--- src/rtl/regfile_write_arbiter_if.sv ---
// Writeback request, register file write port and hazard query bundle for
// regfile_write_arbiter. Requesters and decode use master; the arbiter uses slave.
interface regfile_write_arbiter_if #(
    parameter int ADDR_W = 5,
    parameter int DATA_W = 32
) ();
    logic [1:0]        req_valid;
    logic [1:0]        req_ready;
    logic [ADDR_W-1:0] req_addr0;
    logic [ADDR_W-1:0] req_addr1;
    logic [DATA_W-1:0] req_data0;
    logic [DATA_W-1:0] req_data1;
    logic [ADDR_W-1:0] a3;
    logic              we3;
    logic [DATA_W-1:0] wd3;
    logic [ADDR_W-1:0] query_addr;
    logic              query_busy;

    modport master (
        output req_valid, req_addr0, req_addr1, req_data0, req_data1, query_addr,
        input  req_ready, a3, we3, wd3, query_busy
    );

    modport slave (
        input  req_valid, req_addr0, req_addr1, req_data0, req_data1, query_addr,
        output req_ready, a3, we3, wd3, query_busy
    );
endinterface

--- src/rtl/regfile_write_arbiter.sv ---
// Two-requester writeback arbiter for the register file write port, with 1-entry buffers.
// Define REGFILE_ARB_FIXED_PRIO_EN for fixed priority to requester 0 (default: round-robin).
module regfile_write_arbiter #(
    parameter int ADDR_W = 5,
    parameter int DATA_W = 32
) (
    input  logic                  clk,
    input  logic                  rst,
    regfile_write_arbiter_if.slave bus
);

    logic [1:0]        full_r;
    logic [ADDR_W-1:0] addr0_r;
    logic [ADDR_W-1:0] addr1_r;
    logic [DATA_W-1:0] data0_r;
    logic [DATA_W-1:0] data1_r;
    logic [ADDR_W-1:0] a3_r;
    logic              we3_r;
    logic [DATA_W-1:0] wd3_r;
`ifndef REGFILE_ARB_FIXED_PRIO_EN
    logic              rr_r;
`endif

    logic [1:0]        grant_s;
    logic [1:0]        ready_s;
    logic [1:0]        load_s;
    logic              busy_s;

    // Arbitration among full buffers
    always_comb begin
        grant_s = 2'b00;
        case (full_r)
            2'b01:   grant_s = 2'b01;
            2'b10:   grant_s = 2'b10;
            2'b11: begin
`ifdef REGFILE_ARB_FIXED_PRIO_EN
                grant_s = 2'b01;
`else
                if (rr_r) begin
                    grant_s = 2'b10;
                end else begin
                    grant_s = 2'b01;
                end
`endif
            end
            default: grant_s = 2'b00;
        endcase
    end

    // Accept handshake; x0 writes are accepted but never buffered
    always_comb begin
        ready_s   = ~full_r | grant_s;
        load_s[0] = bus.req_valid[0] & ready_s[0] & (bus.req_addr0 != {ADDR_W{1'b0}});
        load_s[1] = bus.req_valid[1] & ready_s[1] & (bus.req_addr1 != {ADDR_W{1'b0}});
    end

    // Holding buffers: a same-cycle reload keeps a granted buffer full
    always_ff @(posedge clk) begin
        if (rst) begin
            full_r  <= 2'b00;
            addr0_r <= {ADDR_W{1'b0}};
            addr1_r <= {ADDR_W{1'b0}};
            data0_r <= {DATA_W{1'b0}};
            data1_r <= {DATA_W{1'b0}};
        end else begin
            for (int i = 0; i < 2; i++) begin
                if (load_s[i]) begin
                    full_r[i] <= 1'b1;
                end else if (grant_s[i]) begin
                    full_r[i] <= 1'b0;
                end else begin
                    full_r[i] <= full_r[i];
                end
            end
            if (load_s[0]) begin
                addr0_r <= bus.req_addr0;
                data0_r <= bus.req_data0;
            end
            if (load_s[1]) begin
                addr1_r <= bus.req_addr1;
                data1_r <= bus.req_data1;
            end
        end
    end

`ifndef REGFILE_ARB_FIXED_PRIO_EN
    // Round-robin pointer favours the requester not granted last
    always_ff @(posedge clk) begin
        if (rst) begin
            rr_r <= 1'b0;
        end else if (grant_s[0]) begin
            rr_r <= 1'b1;
        end else if (grant_s[1]) begin
            rr_r <= 1'b0;
        end else begin
            rr_r <= rr_r;
        end
    end
`endif

    // Registered write stage; address/data hold when idle
    always_ff @(posedge clk) begin
        if (rst) begin
            we3_r <= 1'b0;
            a3_r  <= {ADDR_W{1'b0}};
            wd3_r <= {DATA_W{1'b0}};
        end else if (grant_s[0]) begin
            we3_r <= 1'b1;
            a3_r  <= addr0_r;
            wd3_r <= data0_r;
        end else if (grant_s[1]) begin
            we3_r <= 1'b1;
            a3_r  <= addr1_r;
            wd3_r <= data1_r;
        end else begin
            we3_r <= 1'b0;
        end
    end

    // Outstanding-write lookup for decode hazard stalls
    always_comb begin
        busy_s = 1'b0;
        if (bus.query_addr != {ADDR_W{1'b0}}) begin
            busy_s = (full_r[0] && (addr0_r == bus.query_addr)) ||
                     (full_r[1] && (addr1_r == bus.query_addr)) ||
                     (we3_r && (a3_r == bus.query_addr));
        end else begin
            busy_s = 1'b0;
        end
    end

    assign bus.req_ready  = ready_s;
    assign bus.a3         = a3_r;
    assign bus.we3        = we3_r;
    assign bus.wd3        = wd3_r;
    assign bus.query_busy = busy_s;

endmodule

--- src/flat_wrapper.sv ---
// flat-port wrapper written by rule: the top's interface ports become plain ports
module regfile_write_arbiter_flat 
#(
    parameter int ADDR_W = 5,
    parameter int DATA_W = 32
)
  (clk, rst, bus_req_valid, bus_req_addr0, bus_req_addr1, bus_req_data0, bus_req_data1, bus_query_addr, bus_req_ready, bus_a3, bus_we3, bus_wd3, bus_query_busy);
  regfile_write_arbiter_if #(.ADDR_W(ADDR_W), .DATA_W(DATA_W)) bus_i ();
  input  logic clk;
  input  logic rst;
  input wire logic [$bits(bus_i.req_valid)-1:0] bus_req_valid;
  input wire logic [$bits(bus_i.req_addr0)-1:0] bus_req_addr0;
  input wire logic [$bits(bus_i.req_addr1)-1:0] bus_req_addr1;
  input wire logic [$bits(bus_i.req_data0)-1:0] bus_req_data0;
  input wire logic [$bits(bus_i.req_data1)-1:0] bus_req_data1;
  input wire logic [$bits(bus_i.query_addr)-1:0] bus_query_addr;
  output wire logic [$bits(bus_i.req_ready)-1:0] bus_req_ready;
  output wire logic [$bits(bus_i.a3)-1:0] bus_a3;
  output wire logic [$bits(bus_i.we3)-1:0] bus_we3;
  output wire logic [$bits(bus_i.wd3)-1:0] bus_wd3;
  output wire logic [$bits(bus_i.query_busy)-1:0] bus_query_busy;
  assign bus_i.req_valid = bus_req_valid;
  assign bus_i.req_addr0 = bus_req_addr0;
  assign bus_i.req_addr1 = bus_req_addr1;
  assign bus_i.req_data0 = bus_req_data0;
  assign bus_i.req_data1 = bus_req_data1;
  assign bus_i.query_addr = bus_query_addr;
  assign bus_req_ready = bus_i.req_ready;
  assign bus_a3 = bus_i.a3;
  assign bus_we3 = bus_i.we3;
  assign bus_wd3 = bus_i.wd3;
  assign bus_query_busy = bus_i.query_busy;
  regfile_write_arbiter #(.ADDR_W(ADDR_W), .DATA_W(DATA_W)) u_core (.clk(clk), .rst(rst), .bus(bus_i));
endmodule
--- config.mk ---
export PLATFORM = sky130hd
export DESIGN_NAME = regfile_write_arbiter_flat
export DESIGN_NICKNAME = d
export VERILOG_FILES = /design/src/rtl/regfile_write_arbiter_if.sv /design/src/rtl/regfile_write_arbiter.sv /design/src/flat_wrapper.sv
export SDC_FILE = /design/constraint.sdc
export NUM_CORES = 1
export LEC_CHECK = 0
export BUFFER_PORTS_ARGS = -buffer_cell sky130_fd_sc_hd__buf_2
export CAP_MARGIN = 20
export CORE_ASPECT_RATIO = 0.7
export CORE_UTILIZATION = 25
export DETAILED_ROUTE_END_ITERATION = 10
export PLACE_DENSITY = 0.49
export SYNTH_ARGS = -nofsm -noshare
export SYNTH_HDL_FRONTEND = slang
export SYNTH_SLANG_ARGS = --single-unit
--- constraint.sdc ---
create_clock -name clk -period 4.6 [get_ports clk]
set_clock_uncertainty 0.2 [all_clocks]
set_input_delay 0.69 -clock clk [delete_from_list [all_inputs] [get_ports clk]]
set_output_delay 0.69 -clock clk [all_outputs]
set_load 0.05 [all_outputs]
==> run_results.csv <==
group,metric,value,unit
sta,fin_crit_sh,0.707,
worst_setup_path,critPathMaxStageDelay,0.82,ns
routing,drt_iter0_markers,223,
pwr,leakage,0.00274,uW
routing,num_vias,4024,
floorplanning,start_util,0.258,
worst_setup_path,worst-path-stages,3,
worst_setup_path,end_kind,"primary output",
worst_setup_path,reg2reg_slack,1.65,ns
clock_network,cts_made_buffers,17,
global_routing,grt_max_degree,116,
routing,drc,14,
yosys,ys_seq_elements,115,
yosys,synth_area,4690,sq um
floorplanning,core-area,18200,sq um
pwr,ir_drop,0.000184,V
min_path,hold_start,"u_core.data0_r[29]",
worst_setup_path,r2r_end,"u_core.data0_r[13]",
yosys,yosysSeqAreaShare,0.491,
yosys,synth_top_family_by_area,"simple AND/OR/NAND/NOR gates",
global_routing,grt_pass1_wl,21300,microns
finish,register_area,2300,sq um
global_routing,grt_remaining_overflow,0,
finish,drive_gt1_frac,0.295,
finish,fillerInstances,1880,
yosys,synth_compound_area_frac,0.115,
routing,antenna_left,0,
routing,finalWirelength,13800,microns
yosys,synthMuxAreaShare,0.156,
worst_setup_path,cpLargestDelayFamily,"flip-flops",
yosys,synth_cell_types,31,
floorplanning,num_rows,41,
floorplanning,fp.dieH,117,microns
placed_design,hpwlAfterDp,9320,microns
finish,final_nets,710,
outcome,status,"finished, violations left",
yosys,ys_warn_count,0,
worst_setup_path,path_class,"reg2out",
clock_network,holdBufCountCts,0,
clock_network,cts_sinks,115,
worst_setup_path,crit_required,3.71,ns
clock_network,htree_levels,4,
clock_network,root_buffer,"clkbuf_16",
floorplanning,io_pins,124,
sta,hold_viol_final,0,
worst_setup_path,worstReg2RegStart,"u_core.full_r[0]",
finish,layout_commonest_cell,"buf_2",
clock_network,cts_resized,0,
floorplanning,dieArea,19300,sq um
global_routing,antenna_found_initial,0,
routing,avgViaCountPerCell,4.60,
worst_setup_path,crit_start,"u_core.full_r[0]",
sta,rsz0062_at_grt,"no",
yosys,synth_top_area_frac,0.491,
pwr,power_density,471,nW/um^2
global_routing,grt.total_usage,0.145,
sta,relSlewSlack,0.363,
sta,worst-slew-pin-transition,0.951,ns
worst_setup_path,endpoint,"bus_req_ready[0]",
global_routing,grt_pass1_vias,3960,
yosys,synth-xor-area-share,0.0280,
floorplanning,die_w,166,microns
sta,hold_slack,0.256,ns
yosys,syn_inst,515,
clock_network,path_clk_slew,0.05,ns
placed_design,place_congestion,0.732,
routing,wire_per_inst,15.8,microns
clock_network,insertion_delay,0.40,ns
sta,period_minus_slack,3.25,ns
finish,areaGrowthSynthToFinish,31.1,%
yosys,synth.avg_cell_area,9.10,sq um
routing,dr.pass1.iters,8,
sta,setup_violations,0,
yosys,synth_top_cell_by_area,"dfxtp_1",
min_path,min_path_type,"reg2reg",
yosys,synthSimpleGateAreaFrac,0.165,
outcome,violations,"DRC",
sta,drv_slew,0,
sta,fmax,308,MHz
yosys,yosys-top-cells-area,"dfxtp_1 (49%), mux2i_1 (9.8%), nor2_1 (6.2%)",
worst_setup_path,cp_slowest_cell,"dfxtp_1",
worst_setup_path,crit_path_max_fanout,16,
finish,multiInputGateArea,2190,sq um
placed_design,port_buffers,123,
run,maxCapViolCount,0,
worst_setup_path,reg2reg_depth,6,
clock_network,cts_buffer_depth,2,
worst_setup_path,critical_path_arrival,2.36,ns
finish,n_antenna_cell,0,
worst_setup_path,crit_path_cell_trace,"buf_4, nand3_1, buf_2",
finish,final_cell_mix,"buf_2 (122), dfxtp_1 (115), nor2_1 (77)",
yosys,synth_adder_area_share,0,
sta,setup_tns,0,ns
worst_setup_path,startpoint_type,"flip-flop",
yosys,syn-num-nets,598,
worst_setup_path,path_buf_inv,2,
clock_network,post_cts.repair.setup_buffers,0,
clock_network,cts_tree,"done",
[per-stage QoR]
stage	std cells	setup slack [ns]	instance area (sq um)	power [uW]	utilization
CTS	871	1.35	6090	2920	0.335
global placement	841	1.63	5470	1530	0.301
floorplan	515	1.73	4690	1410	-
finish	874	1.35	6140	2890	0.338
detailed placement	841	1.57	5470	1540	0.301
global route	874	1.22	6140	3020	0.338
[state kept, by name (all words and copies together), names as in the netlist]
name / count
u_core.bus.wd3: 32
u_core.data0_r: 32
u_core.data1_r: 32
u_core.addr0_r: 5
u_core.addr1_r: 5
u_core.bus.a3: 5
u_core.full_r: 2
u_core.bus.we3: 1
u_core.rr_r: 1
[cell usage after synthesis]
| cell | n |
|---|---|
| nand3b_1 | 1 |
| mux2i_1 | 46 |
| or2_2 | 1 |
| nand2b_1 | 2 |
| xor2_1 | 12 |
| buf_6 | 2 |
| nor2_1 | 77 |
| inv_1 | 1 |
| buf_2 | 7 |
| o211ai_2 | 2 |
| nor4_1 | 3 |
| mux2_2 | 24 |
| a2111oi_0 | 1 |
| nand3_1 | 3 |
| a21boi_2 | 1 |
| nor2b_1 | 1 |
| a211oi_1 | 12 |
| a32oi_1 | 5 |
| nand2_1 | 72 |
| a21oi_1 | 40 |
| dfxtp_1 | 115 |
| o211a_1 | 1 |
| clkbuf_1 | 22 |
| xnor2_1 | 3 |
| buf_4 | 5 |
| buf_1 | 3 |
| nor3_1 | 24 |
| or4_1 | 3 |
| buf_8 | 1 |
| and2_0 | 1 |
| o22ai_1 | 24 |
[routing by layer]
metal | up-vias | routed length, microns | GRT usage | share of wire
met5 | - | 0 | 0 | 0
met4 | 0 | 79 | 0.0461 | 0.0057
met3 | 9 | 897 | 0.0461 | 0.065
met2 | 120 | 5890 | 0.216 | 0.43
met1 | 1888 | 6970 | 0.200 | 0.50
li1 | 2007 | - | - | -
[how the worst min path moves through the flow]
| stage | endpoint | slack [ns] | cells past startpoint |
|---|---|---|---|
| final | u_core.data0_r[29] | 0.26 | 2 |
| after global routing | u_core.data0_r[9] | 0.28 | 2 |
| after CTS | u_core.data0_r[29] | 0.26 | 2 |
| after detailed placement | u_core.data0_r[29] | 0.25 | 2 |
| after global placement | u_core.data0_r[29] | 0.25 | 2 |
| after floorplan | u_core.data0_r[0] | 0.24 | 2 |
[where the power goes]
group,switching [uW],internal [uW]
clock,426,947
combinational,256,143
sequential,52.8,1070
[tightest hold or removal path: stages, from the launching register on]
cell	delay, ns
dfxtp_1	0.30
nand2_1	0.05
a21oi_1	0.05
[cell families (layout without fill, tap and decap cells)]
group / Yosys count / in the layout
compound gates: 86 / 86
xor+xnor: 15 / 15
mux: 70 / 70
flops: 115 / 115
simple gates: 188 / 188
buf+inv: 41 / 164
[layout make-up]
| cell class | count | area share |
|---|---|---|
| sequential | 115 | 0.375 |
| multi-input combinational | 359 | 0.357 |
| timing repair buffer | 133 | 0.118 |
| clock buffer | 27 | 0.0868 |
| tap | 236 | 0.0481 |
| clock inverter | 3 | 0.0147 |
| inverter | 1 | 0.000611 |
No activity file was read; power rests on OpenSTA's default activity.
